## src/rtl/contador_estacionamiento.sv

```systemverilog
// Parking-occupancy counter: edge-detects raw entry/exit sensor levels and keeps
// a saturating occupancy count with capacity flags and rejected-event alarms.
module contador_estacionamiento #(
  parameter int unsigned W         = 8,
  parameter int unsigned CAPACIDAD = 7,
  parameter int unsigned UMBRAL    = 6
) (
  input  logic         clk,
  input  logic         rst,
  input  logic         entrada,
  input  logic         salida,
  output logic [W-1:0] autos,
  output logic [W-1:0] libres,
  output logic         lleno,
  output logic         vacio,
  output logic         casi_lleno,
  output logic         alarma_entrada,
  output logic         alarma_salida
);

  if (CAPACIDAD > (2 ** W) - 1 || UMBRAL > CAPACIDAD || UMBRAL == 0) begin : g_param_check
    $error("contador_estacionamiento: need 0 < UMBRAL <= CAPACIDAD <= 2^W-1");
  end

  localparam logic [W-1:0] CAP = W'(CAPACIDAD);
  localparam logic [W-1:0] UMB = W'(UMBRAL);

  logic         ent_q, sal_q;
  logic         ev_in, ev_out;
  logic [W-1:0] autos_q, autos_d;
  logic         al_ent_d, al_sal_d;

  assign ev_in  = entrada & ~ent_q;
  assign ev_out = salida  & ~sal_q;

  always_comb begin
    autos_d  = autos_q;
    al_ent_d = 1'b0;
    al_sal_d = 1'b0;
    unique case ({ev_in, ev_out})
      2'b10: begin
        if (autos_q < CAP) autos_d = autos_q + W'(1);
        else               al_ent_d = 1'b1;
      end
      2'b01: begin
        if (autos_q != '0) autos_d = autos_q - W'(1);
        else               al_sal_d = 1'b1;
      end
      2'b11: begin
        // An empty lot cannot release a car, but the arriving one still enters.
        if (autos_q == '0) begin
          autos_d  = W'(1);
          al_sal_d = 1'b1;
        end
      end
      default: ;
    endcase
  end

  // Edge registers track the sensors even in reset so a held sensor is not an event.
  always_ff @(posedge clk) begin
    ent_q <= entrada;
    sal_q <= salida;
    if (rst) begin
      autos_q        <= '0;
      alarma_entrada <= 1'b0;
      alarma_salida  <= 1'b0;
    end else begin
      autos_q        <= autos_d;
      alarma_entrada <= al_ent_d;
      alarma_salida  <= al_sal_d;
    end
  end

  assign autos      = autos_q;
  assign libres     = CAP - autos_q;
  assign lleno      = (autos_q == CAP);
  assign vacio      = (autos_q == '0);
  assign casi_lleno = (autos_q >= UMB);

endmodule

```

## config.mk

```make
export PLATFORM = sky130hd
export DESIGN_NAME = contador_estacionamiento
export DESIGN_NICKNAME = d
export VERILOG_FILES = /design/src/rtl/contador_estacionamiento.sv
export SDC_FILE = /design/constraint.sdc
export NUM_CORES = 1
export LEC_CHECK = 0
export ABC_CLOCK_PERIOD_IN_PS = 2400
export BUFFER_PORTS_ARGS = -buffer_cell sky130_fd_sc_hd__buf_4
export CAP_MARGIN = 20
export CORE_UTILIZATION = 33
export CTS_CLUSTER_DIAMETER = 50
export CTS_CLUSTER_SIZE = 10
export DETAILED_ROUTE_END_ITERATION = 10
export GPL_TIMING_DRIVEN = 0
export PLACE_DENSITY = 0.66
export SLEW_MARGIN = 20
export SYNTH_ARGS = -nofsm -noshare
export SYNTH_HDL_FRONTEND = slang
export SYNTH_SLANG_ARGS = --single-unit
```

## constraint.sdc

```tcl
create_clock -name clk -period 2.4 [get_ports clk]
set_clock_uncertainty 0.1 [all_clocks]
set_input_delay 0.24 -clock clk [delete_from_list [all_inputs] [get_ports clk]]
set_output_delay 0.24 -clock clk [all_outputs]
set_load 0.01 [all_outputs]
```

Yosys cells after proc, flatten, opt, wreduce, memory -nomap -nowiden
Index checks and enable logic that the tools add are counted.
{"block": "op_classes", "addsub": 3, "magnitude_cmp": 2, "n_eq_ne": 7, "n_mux": 8, "bitwise_logic": 5, "n_reduce_logical": 5}
{"cell": "8-bit two-way mux", "count": 3}
{"cell": "8-bit case mux with 3 select lines", "count": 1}
{"cell": "8-bit by 1-bit adder with 8-bit output (second input constant)", "count": 1}
{"cell": "8-bit by 3-bit equality test with 1-bit output (second input constant)", "count": 1}
{"cell": "8-bit by 3-bit greater-or-equal comparator with 1-bit output (second input constant)", "count": 1}
{"cell": "8-bit logical NOT", "count": 1}
{"cell": "8-bit by 3-bit less-than comparator with 1-bit output (second input constant)", "count": 1}
{"cell": "8-bit nonzero test", "count": 1}
{"cell": "3-bit by 8-bit subtractor with 8-bit output (first input constant)", "count": 1}
{"cell": "8-bit by 1-bit subtractor with 8-bit output (second input constant)", "count": 1}
{"cell": "2-bit inequality test (second input constant)", "count": 3}
{"cell": "2-bit equality test (second input constant)", "count": 2}
{"cell": "4-bit AND reduction", "count": 1}
{"cell": "1-bit two-way mux", "count": 3}
{"cell": "1-bit inverter", "count": 3}
{"cell": "3-bit nonzero test", "count": 1}
{"cell": "1-bit AND", "count": 2}
{"cell": "2-bit by 1-bit equality test with 1-bit output (second input constant)", "count": 1}
{"cell": "1-bit case mux with 2 select lines", "count": 1}
{"cell": "2-bit OR reduction", "count": 1}
{"block": "word_totals", "ff_bits": 12, "output_inout_bits": 21, "wordCells": 35}

Longest topological paths before layout
{"block": "logic_depth", "depth_word": 5, "depth_mapped": 9, "mapped_depth_nobuf": 9}

Worst setup path after synthesis
No wires, ideal clock.
{"block": "synth_timing", "path_type": "reg-to-reg", "start": "register ent_q", "end": "register autos_q[7] (netlist: autos[7])", "arrival_time_ps": 2368, "slack_ps": -142, "stages_incl_launch_ff": 10, "synth_period_minus_slack_ps": 2542, "cell_sequence": "dfxtp_1 -> nand2b_1 -> nand2_1 -> clkinv_1 -> ha_1 -> and4_1 -> a221o_1 -> and3_1 -> or4_1 -> a31oi_1"}
{"block": "synth_via", "elab_chain_cells": 5, "word_cells_on_any_way": 11}
{"item": "from (decl)", "line_no": "28", "text": "logic ent_q, sal_q;"}
{"item": "from (signal assigned)", "line_no": "62", "text": "ent_q <= entrada;"}
{"item": "1-bit inverter *", "line_no": "33", "text": "assign ev_in = entrada & ~ent_q;"}
{"item": "1-bit AND *", "line_no": "33"}
{"item": "2-bit by 1-bit equality test with 1-bit output / 2-bit equality test (equally long branches)", "line_no": "40", "text": "unique case ({ev_in, ev_out})"}
{"item": "2-bit inequality test (no line) / 3-bit nonzero test (equally long branches)"}
{"item": "4-bit AND reduction (no line)"}
{"item": "to (signal assigned)", "line_no": "69", "text": "autos_q <= autos_d;"}
{"item": "to (decl)", "line_no": "30", "text": "logic [W-1:0] autos_q, autos_d;"}
Mark *: on every way between the ends. The rest lies on a longest branch, timed or not.
A chain may end at the register's enable or synchronous reset.

Worst setup path after layout
{"block": "layout_timing", "start": "register sal_q", "end": "register autos_q[7] (netlist: autos[7])"}
{"block": "layout_via", "elab_chain_cells": 5, "word_cells_on_any_way": 11}
{"item": "from (decl)", "line_no": "28"}
{"item": "from (signal assigned)", "line_no": "63", "text": "sal_q <= salida;"}
{"item": "1-bit inverter *", "line_no": "34", "text": "assign ev_out = salida & ~sal_q;"}
{"item": "1-bit AND *", "line_no": "34"}
{"item": "2-bit by 1-bit equality test with 1-bit output / 2-bit equality test (equally long branches)", "line_no": "40"}
{"item": "2-bit inequality test (no line) / 3-bit nonzero test (equally long branches)"}
{"item": "4-bit AND reduction (no line)"}
Marked as above.

==> impl_metrics.json <==
{
  "setup_viol": 0,
  "critPathCaptureType": "register",
  "route.vias.total": 933,
  "synth_cell_types": 40,
  "finalWirelength_um": 2340,
  "cap_violations": 0,
  "max_freq_mhz": 431,
  "ioPinCount": 25,
  "place_ws_ps": -112,
  "final_core_util_pct": 49.8,
  "avgSynthCellArea_um2": 8.08,
  "switchingPower_uw": 276,
  "vias_per_cell": 5.80,
  "place_congestion": 0.807,
  "cts.path.max_buffers": 2,
  "drc_errors": 0,
  "die_w_um": 52.2,
  "dieHeight_um": 52.2,
  "p_sw_share_pct": 37.9,
  "synth_seq_area_share_pct": 28.9,
  "ant_nets": 0,
  "syn_inst": 103,
  "grt_pass1_wl_um": 3470,
  "cts_tree": "done",
  "final_cell_mix": "27 x buf_4, 11 x dfxtp_1, 8 x nor3_1",
  "crit_type": "reg2reg",
  "p_leak_uw": 0.000486,
  "numCtsBuffers": 3,
  "clk_latency_ps": 290,
  "drtIter0Drc": 34,
  "clk_pin_slew_ps": 70,
  "max_slew_margin_pct": 71.6,
  "areaGrowthSynthToFinish_pct": 37.6,
  "cp_max_fo": 7,
  "coreArea_mm2": 0.00230,
  "final.min_clock_period_ps": 2320,
  "ys_seq_elements": 12,
  "htree_levels": 1,
  "max_slew.worst_pin.slew_ps": 426,
  "synth_area_um2": 832,
  "grt_overflow": 0,
  "synth_edf_count": 0,
  "power_density_mw_per_mm2": 637,
  "cp.required_ps": 2510,
  "combPwrFrac_pct": 48.6,
  "final_common_cell": "buf_4",
  "fin_ws_ps": 78.6,
  "p_clk_share_pct": 17.8,
  "synth_nets": 110,
  "num_rows": 17,
  "fin_nets": 142,
  "synth_warnings": 0,
  "ctsRootBufferMaster": "clkbuf_4",
  "maxSlewViolCount": 0,
  "startpoint_type": "register",
  "p_int_uw": 452,
  "pwr-share-seq_pct": 33.7,
  "drt-wirelength-per-cell_um": 14.5,
  "firstDrtPassIters": 5,
  "ir_worst_vdd_uv": 269,
  "diodes": 0,
  "dieArea_mm2": 0.00273,
  "fin_setup_tns_ps": 0,
  "ys_async_sr_fraction_pct": 0,
  "finalHoldViolations": 0,
  "ys.flop_type": "dfxtp_1",
  "antenna_found_initial": 0,
  "period_share_pct": 96.7,
  "initial_core_util_pct": 36.2,
  "grt.total_usage_pct": 17.5,
  "grt_pass1_vias": 797,
  "worstPathArrival_ps": 2430,
  "clkSinkCount": 12,
  "hpwl_um": 1630,
  "drive_gt1_share_pct": 33.1,
  "outcome": "finished, final reports clean",
  "grt_max_degree": 12,
  "hp-class": "in2reg",
  "io_buffers": 23
}
metrics by stage:
stage                     power (µW)  cells  area, µm²  hold slack (ps)
after floorplan                  455    103        853              168
after global placement           565    154       1060              260
after detailed placement         572    154       1060              265
after CTS                        706    158       1120              203
after global routing             773    161       1140              210
final                            729    161       1140              204
cell usage after synthesis, types with 3 or more instances:
cell type  instances  area share, %
a21oi_1            5            3.0
nor2_1             7            3.2
inv_1              7            3.2
nor4_1             3            2.3
xnor2_1            4            4.2
nand2_1            8            3.6
nand3_1            4            2.4
nor3_1             8            4.8
nand4_1            3            2.3
ha_1               3            4.5
a31oi_1            3            2.3
a211oi_1           3            2.7
dfxtp_1           12             29
final cells by class:
class                      instances  area (µm²)
clock buffer                       3        22.5
buffer                             4        33.8
inverter                           8        37.5
timing repair buffer              28         215
fill                             226        1150
sequential                        12         241
multi-input combinational         78         559
tap                               28        35.0
power by group through the flow:
| stage | clock [µW] | combinational, µW | sequential (µW) |
|---|---|---|---|
| floorplan | 0 | 209 | 247 |
| global placement | 0 | 320 | 246 |
| detailed placement | 0 | 326 | 246 |
| CTS | 131 | 331 | 244 |
| global route | 141 | 384 | 249 |
| finish | 130 | 354 | 245 |
cell families (layout without fill, tap and decap cells):
logic type / count (synthesis) / in the layout / share of synthesized area, %
compound gates: 22 / 22 / 19.2
xor+xnor: 5 / 5 / 5.26
fa+ha+maj: 3 / 3 / 4.51
buf+inv: 13 / 43 / 8.12
flops: 12 / 12 / 28.9
simple gates: 48 / 48 / 34.0
routing by layer:
| layer | up-vias | track usage [%] | wire, µm |
|---|---|---|---|
| met5 | - | 0 | 0 |
| met2 | 47 | 30.3 | 1160 |
| met3 | 14 | 2.03 | 154 |
| li1 | 442 | - | - |
| met4 | 0 | 12.3 | 94 |
| met1 | 430 | 19.7 | 928 |
state kept, by name (all words and copies together), names as in the netlist:
register / cells
ent_q: 1
alarma_salida: 1
autos: 8
sal_q: 1
alarma_entrada: 1
worst paths after layout:
path | to | from | slack, ps | cells past startpoint
setup reg to reg | autos[7]$_SDFFE_PP0P_ | sal_q$_DFF_P_ | 80 | 9
hold / removal | alarma_entrada$_SDFF_PP0_ | entrada | 200 | 3
hold reg to reg | autos[4]$_SDFFE_PP0P_ | autos[4]$_SDFFE_PP0P_ | 470 | 2
setup / recovery | autos[7]$_SDFFE_PP0P_ | sal_q$_DFF_P_ | 80 | 9
worst max-delay path, stage by stage (launching register included):
cell and delay, ps:
dfxtp_1 330, nor2b_4 180, nand2_4 110, inv_8 90, ha_4 210, and4_1 220
a221o_1 310, and3_1 160, or4_1 400, a31oi_1 140
what timing repair did:
action,in CTS,in global routing
setup buffers,0,3
hold buffers,2,0
cloned,0,0
hold endpoints to repair,2,0
endpoints found under the setup margin,1,1
resized for setup,4,2
pin swaps,0,2
No activity file was read; power rests on OpenSTA's default activity.
